[src/rtl/hazard_ctrl.sv]
// Pipeline hazard and flush controller for the 5-stage RV32I core.
// It produces stall and flush controls for the IF/ID, ID/EX and EX/MEM
// registers, and a branch redirect. It also keeps saturating counters
// for stall cycles and mispredicts.
//
// state     | meaning
// ----------+-------------------------------------------------------------
// RUN       | normal issue; a load-use hazard inserts one bubble
// LU_BUBBLE | a bubble has just been inserted; the load-use check is masked
// MEM_WAIT  | data memory held the pipe; rec_cnt keeps any pending squash
// RECOVER   | front end is refilling after a redirect; IF/ID is flushed
module hazard_ctrl #(
  parameter int RECOVER_CYCLES = 1,
  parameter int CNT_W          = 16
) (
  input  logic             clk,
  input  logic             reset_n,
  input  logic [4:0]       rs1D,
  input  logic [4:0]       rs2D,
  input  logic             use_rs1D,
  input  logic             use_rs2D,
  input  logic             MemReadE,
  input  logic [4:0]       rdE,
  input  logic             branch_validE,
  input  logic             actual_takenE,
  input  logic [31:0]      actual_targetE,
  input  logic             pred_takenE,
  input  logic [31:0]      pred_targetE,
  input  logic [31:0]      pcE,
  input  logic             dmem_busy,
  output logic             stallF,
  output logic             stallD,
  output logic             stallE,
  output logic             stallM,
  output logic             flushD,
  output logic             flushE,
  output logic             redirect_valid,
  output logic [31:0]      redirect_pc,
  output logic [CNT_W-1:0] stall_cnt,
  output logic [CNT_W-1:0] mispred_cnt
);

  typedef enum logic [1:0] {RUN, LU_BUBBLE, MEM_WAIT, RECOVER} state_t;

  localparam logic [2:0]       REC_INIT = 3'(RECOVER_CYCLES);
  localparam logic [CNT_W-1:0] CNT_MAX  = '1;

  state_t     state, state_nx;
  logic [2:0] rec_cnt, rec_cnt_nx;
  logic       lu, mp;
  logic [31:0] pc_plus4;

  assign lu = MemReadE && (rdE != 5'd0) &&
              ((use_rs1D && (rs1D == rdE)) || (use_rs2D && (rs2D == rdE)));
  assign mp = branch_validE &&
              ((actual_takenE != pred_takenE) ||
               (actual_takenE && (actual_targetE != pred_targetE)));
  assign pc_plus4 = pcE + 32'd4;

  // Next-state and control outputs, priority dmem_busy > mispredict > load-use.
  always_comb begin
    stallF         = 1'b0;
    stallD         = 1'b0;
    stallE         = 1'b0;
    stallM         = 1'b0;
    flushD         = 1'b0;
    flushE         = 1'b0;
    redirect_valid = 1'b0;
    redirect_pc    = '0;
    state_nx       = state;
    rec_cnt_nx     = rec_cnt;
    if (!reset_n) begin
      state_nx   = RUN;
      rec_cnt_nx = '0;
    end else begin
      redirect_pc = actual_takenE ? actual_targetE : pc_plus4;
      if (dmem_busy) begin
        // Whole pipe holds; the branch in EX is re-evaluated once memory frees up.
        stallF   = 1'b1;
        stallD   = 1'b1;
        stallE   = 1'b1;
        stallM   = 1'b1;
        state_nx = MEM_WAIT;
      end else if (mp) begin
        redirect_valid = 1'b1;
        flushD         = 1'b1;
        flushE         = 1'b1;
        rec_cnt_nx     = REC_INIT;
        state_nx       = (REC_INIT == 3'd0) ? RUN : RECOVER;
      end else begin
        unique case (state)
          RUN: begin
            if (lu) begin
              stallF   = 1'b1;
              stallD   = 1'b1;
              flushE   = 1'b1;
              state_nx = LU_BUBBLE;
            end
          end
          LU_BUBBLE: state_nx = RUN;
          MEM_WAIT: begin
            // A squash interrupted by the memory stall resumes first.
            if (rec_cnt != 3'd0) begin
              state_nx = RECOVER;
            end else if (lu) begin
              stallF   = 1'b1;
              stallD   = 1'b1;
              flushE   = 1'b1;
              state_nx = LU_BUBBLE;
            end else begin
              state_nx = RUN;
            end
          end
          RECOVER: begin
            flushD     = 1'b1;
            rec_cnt_nx = (rec_cnt == 3'd0) ? 3'd0 : rec_cnt - 3'd1;
            if (rec_cnt <= 3'd1) state_nx = RUN;
          end
          default: state_nx = RUN;
        endcase
      end
    end
  end

  // State register and saturating performance counters.
  always_ff @(posedge clk) begin
    if (!reset_n) begin
      state       <= RUN;
      rec_cnt     <= '0;
      stall_cnt   <= '0;
      mispred_cnt <= '0;
    end else begin
      state   <= state_nx;
      rec_cnt <= rec_cnt_nx;
      if (stallF && (stall_cnt != CNT_MAX)) stall_cnt <= stall_cnt + 1'b1;
      if (redirect_valid && (mispred_cnt != CNT_MAX)) mispred_cnt <= mispred_cnt + 1'b1;
    end
  end

endmodule
[config.mk]
export PLATFORM = sky130hd
export DESIGN_NAME = hazard_ctrl
export DESIGN_NICKNAME = d
export VERILOG_FILES = /design/src/rtl/hazard_ctrl.sv
export SDC_FILE = /design/constraint.sdc
export NUM_CORES = 1
export LEC_CHECK = 0
export ABC_AREA = 1
export CAP_MARGIN = 20
export CORE_AREA = 2 2 103 105
export CTS_CLUSTER_DIAMETER = 150
export DETAILED_ROUTE_END_ITERATION = 6
export DIE_AREA = 0 0 105 107
export GPL_ROUTABILITY_DRIVEN = 0
export GPL_TIMING_DRIVEN = 0
export HOLD_SLACK_MARGIN = 0.02
export PLACE_DENSITY_LB_ADDON = 0.05
export SLEW_MARGIN = 20
export SYNTH_ARGS = -nofsm -noshare
export SYNTH_HDL_FRONTEND = slang
export SYNTH_SLANG_ARGS = --single-unit
[constraint.sdc]
create_clock -name clk -period 3.25 [get_ports clk]
set_clock_uncertainty 0.05 [all_clocks]
set_input_delay 0.8125 -clock clk [delete_from_list [all_inputs] [get_ports clk]]
set_output_delay 0.8125 -clock clk [all_outputs]
set_load 0.03 [all_outputs]
==> key figures <==
CTS
  • CTS Hold Buffers Added: 0
  • Root Buffer: clkbuf_8
  • Worst skew pair latency: around 0.29 ns
  • CTS tree: done
  • Clock Path Buffers: 2
  • TritonCTS Sinks: 37
  • Htree depth: 2
  • TritonCTS Buffers: 5
  • Reg clk slew, reported paths: about 0.08 ns

Yosys
  • Yosys cell types: between 40 and 50
  • Synth Area in Compound Gates: 0.1558
  • Synth Area in Adders: 0.01459
  • Ys async rst share: 0
  • Syn_area_per_cell: 5.898 µm²
  • Post-synthesis cell area: about 4300 µm²
  • EDFF count, synth: 0
  • Synth Flop Type: dfxtp_1
  • Syn Nets: 852
  • #FFs+latches synth: 37
  • Instance count of the mapped netlist: between 700 and 800
  • Synth Warn #: 0
  • Xor/xnor cell area share of the yosys netlist: 0.1062
  • Post-synthesis mux area share: 0
  • Sequential fraction of the synthesis area: 0.1727
  • Synth Area in Simple Gates: 0.4030
  • Largest family of logic cells by synthesized area: simple AND/OR/NAND/NOR gates

Route
  • Final WL: between 15,000 and 20,000 µm
  • DRC: 0
  • Vias: about 5,600
  • DR WL/cell: roughly 15 µm
  • DRT iter0 DRCs: 326
  • DRT antenna net count: 0
  • Initial DRT Pass Iterations: 5
  • Vias per inst: ~5.2

Timing
  • Final Max Tran Viols: 0
  • Final min period: roughly 3.3 ns
  • RSZ-0062 raised after global routing: yes
  • Worst-margin pin slew: between 0.6 and 0.7 ns
  • Slew HR: 0.5874
  • Endpoints failing hold: 0
  • Fin crit share: 1.018
  • Final Setup Violations: 1
  • Peak Freq: between 0.3 and 0.4 GHz
  • PnR worst setup slack: -0.05698 ns

GRT
  • GRT Residual Overflow: 0
  • Pin count of the biggest net entering global routing: 12
  • Vias in the first global route: roughly 5,200
  • Total GRT Usage: 0.2777
  • First-pass GRT wire length: between 20,000 and 30,000 µm
  • Initial antenna violation count: 3

Power and ir drop
  • Power Density: roughly 200 nW/µm²
  • Total power: about 1400 µW
  • Max IR drop VDD: about 0.13 mV
  • Leakage: 0.003428 µW

Cells and area
  • Final instance area: roughly 7000 µm²
  • Fin nets: around 1,100
  • Filler Cell Count: 971
  • Layout cells sized above 1: 0.2160
  • Layout area overhead: 61.10%

Die
  • FP Rows: 37
  • Die area: ~11,000 µm²
  • Die Span Y: 107 µm
  • Die extent in x: between 100 and 150 µm
  • Num ports: 191
  • Initial Util: 0.4249
  • Placeable core area: about 10,000 µm²

Setup path
  • Worst stage delay on the critical path: roughly 0.3 ns
  • CP Launch Type: input port
  • Cell chain of the critical path: buf_6 > nand2_4 > nor2_4 > nand2_8 > nor4_4 > nand3_1 > nor2_1 > xor2_1 > o21ai_1 > inv_1 > buf_6
  • Worst Path Required: between 2 and 2.5 ns
  • Crit. End Element: output port
  • Worst EP arrival: about 2.4 ns
  • CP dominant cell by count: buf_6
  • Crit Path Class: input port to output port
  • Max FO, Critical Path: 4
  • Worst path slowest cell: nor4_4
  • R2r worst-path depth: 13

Placement
  • DP Worst Slack: -1.177 ns
  • DP HPWL: between 10,000 and 15,000 µm
  • Port bufs: about 190
  • DP Area: between 6000 and 7000 µm²

Worst hold path
  • Worst Hold Class: flip-flop to flip-flop
  • Hold Path Stages: 2

Status
  • Failing checks: setup timing
  • Status: finished with violations

Job
  • Max Cap Viol: 0
[what timing repair did]
item | 4_1_cts | 5_1_grt
endpoints found under the setup margin | 37 | 33
hold endpoints to repair | 0 | 0
gates resized for setup | 332 | 109
gates cloned | 1 | 0
pin swaps | 33 | 53
setup buffers | 13 | 14
[layer usage]
metal / GRT usage / vias up / share of wire
li1: - / 2768 / -
met1: 0.3442 / 2558 / 0.41
met2: 0.4935 / 251 / 0.49
met3: 0.05410 / 36 / 0.072
met4: 0.06952 / 2 / 0.026
met5: 0 / - / 0.00078
[power breakdown]
group / total (µW) / switching [µW] / internal (µW)
Sequential: 465 / 6.15 / 458
Clock: 341 / 173 / 168
Combinational: 579 / 336 / 243
[layout by cell type (no fill, tap or decap), drive strengths merged, types with 2 or more instances in the layout]
master | Yosys | layout
inv | 132 | 133
clkdlybuf4s15 | 0 | 14
clkdlybuf4s50 | 0 | 50
a21oi | 55 | 55
and3 | 2 | 2
diode | 0 | 2
nor2 | 75 | 75
o211ai | 8 | 8
dfxtp | 37 | 37
a31oi | 3 | 3
nand2 | 173 | 174
buf | 11 | 67
nand4 | 11 | 11
nor3 | 22 | 22
o21ai | 46 | 46
nand3 | 64 | 64
ha | 5 | 5
dlygate4sd2 | 0 | 60
xor2 | 39 | 39
clkbuf | 12 | 26
nand3b | 2 | 2
nor4 | 6 | 6
xnor2 | 13 | 13
dlymetal6s2s | 0 | 26
[cell families (layout without fill, tap and decap cells)]
| group | after synthesis | in the layout |
|---|---|---|
| other | 0 | 2 |
| adder cells (fa/ha/maj) | 5 | 5 |
| AO/OA/AOI/OAI | 119 | 119 |
| XOR/XNOR | 52 | 52 |
| buffers and inverters | 156 | 377 |
| AND/OR/NAND/NOR | 358 | 359 |
| flip-flops | 37 | 37 |
[sequential cells by signal (all words and copies together), names as in the netlist]
register	flops
mispred_cnt	16
stall_cnt	16
rec_cnt	3
state	2
[final cells by class]
| class | instances | area, µm² | area share |
|---|---|---|---|
| buffer | 21 | 135.1 | 0.01956 |
| clock buffer | 6 | 82.58 | 0.01195 |
| multi-input combinational | 535 | 3236 | 0.4684 |
| antenna | 2 | 5.005 | 0.0007245 |
| timing repair buffer | 216 | 2029 | 0.2938 |
| tap | 136 | 170.2 | 0.02463 |
| sequential | 37 | 740.7 | 0.1072 |
| inverter | 133 | 501.7 | 0.07263 |
| clock inverter | 1 | 7.507 | 0.001087 |
[worst max-delay path: cells and delay by family]
family | cells | cell delay (ns)
AO/OA/AOI/OAI | 1 | 0.22
XOR/XNOR | 1 | 0.10
buffers and inverters | 3 | 0.35
AND/OR/NAND/NOR | 6 | 0.96
[Yosys cell counts, drive strengths merged (2+ instances only)]
cell type | n | share of area
a21oi | 55 | 0.071
a31oi | 3 | 0.0044
and3 | 2 | 0.0029
buf | 11 | 0.021
clkbuf | 12 | 0.011
dfxtp | 37 | 0.17
ha | 5 | 0.015
inv | 132 | 0.12
nand2 | 173 | 0.16
nand3 | 64 | 0.090
nand3b | 2 | 0.0035
nand4 | 11 | 0.016
nor2 | 75 | 0.072
nor3 | 22 | 0.036
nor4 | 6 | 0.014
o211ai | 8 | 0.014
o21ai | 46 | 0.054
xnor2 | 13 | 0.027
xor2 | 39 | 0.080
[metrics by stage]
step | hold WS (ns) | utilization | setup TNS (ns) | instances
detailed placement | 0.4355 | 0.6292 | -27.18 | 1052
CTS | 0.4448 | 0.6586 | -0.1205 | 1072
global route | 0.4789 | 0.6845 | -0.7033 | 1087
global placement | 0.4281 | 0.6292 | -26.79 | 1052
finish | 0.4462 | 0.6845 | -0.05698 | 1087
floorplan | 0.4127 | - | 0 | 727
[final timing paths]
| path | from | endpoint | slack, ns |
|---|---|---|---|
| min | rec_cnt[2] | rec_cnt[2] | 0.45 |
| min reg2reg | rec_cnt[2] | rec_cnt[2] | 0.45 |
| max reg2reg | rec_cnt[0] | stall_cnt[2] | 1.09 |
| max | pcE[8] | redirect_pc[19] | -0.06 |
Power figures use the tool's default switching activity.
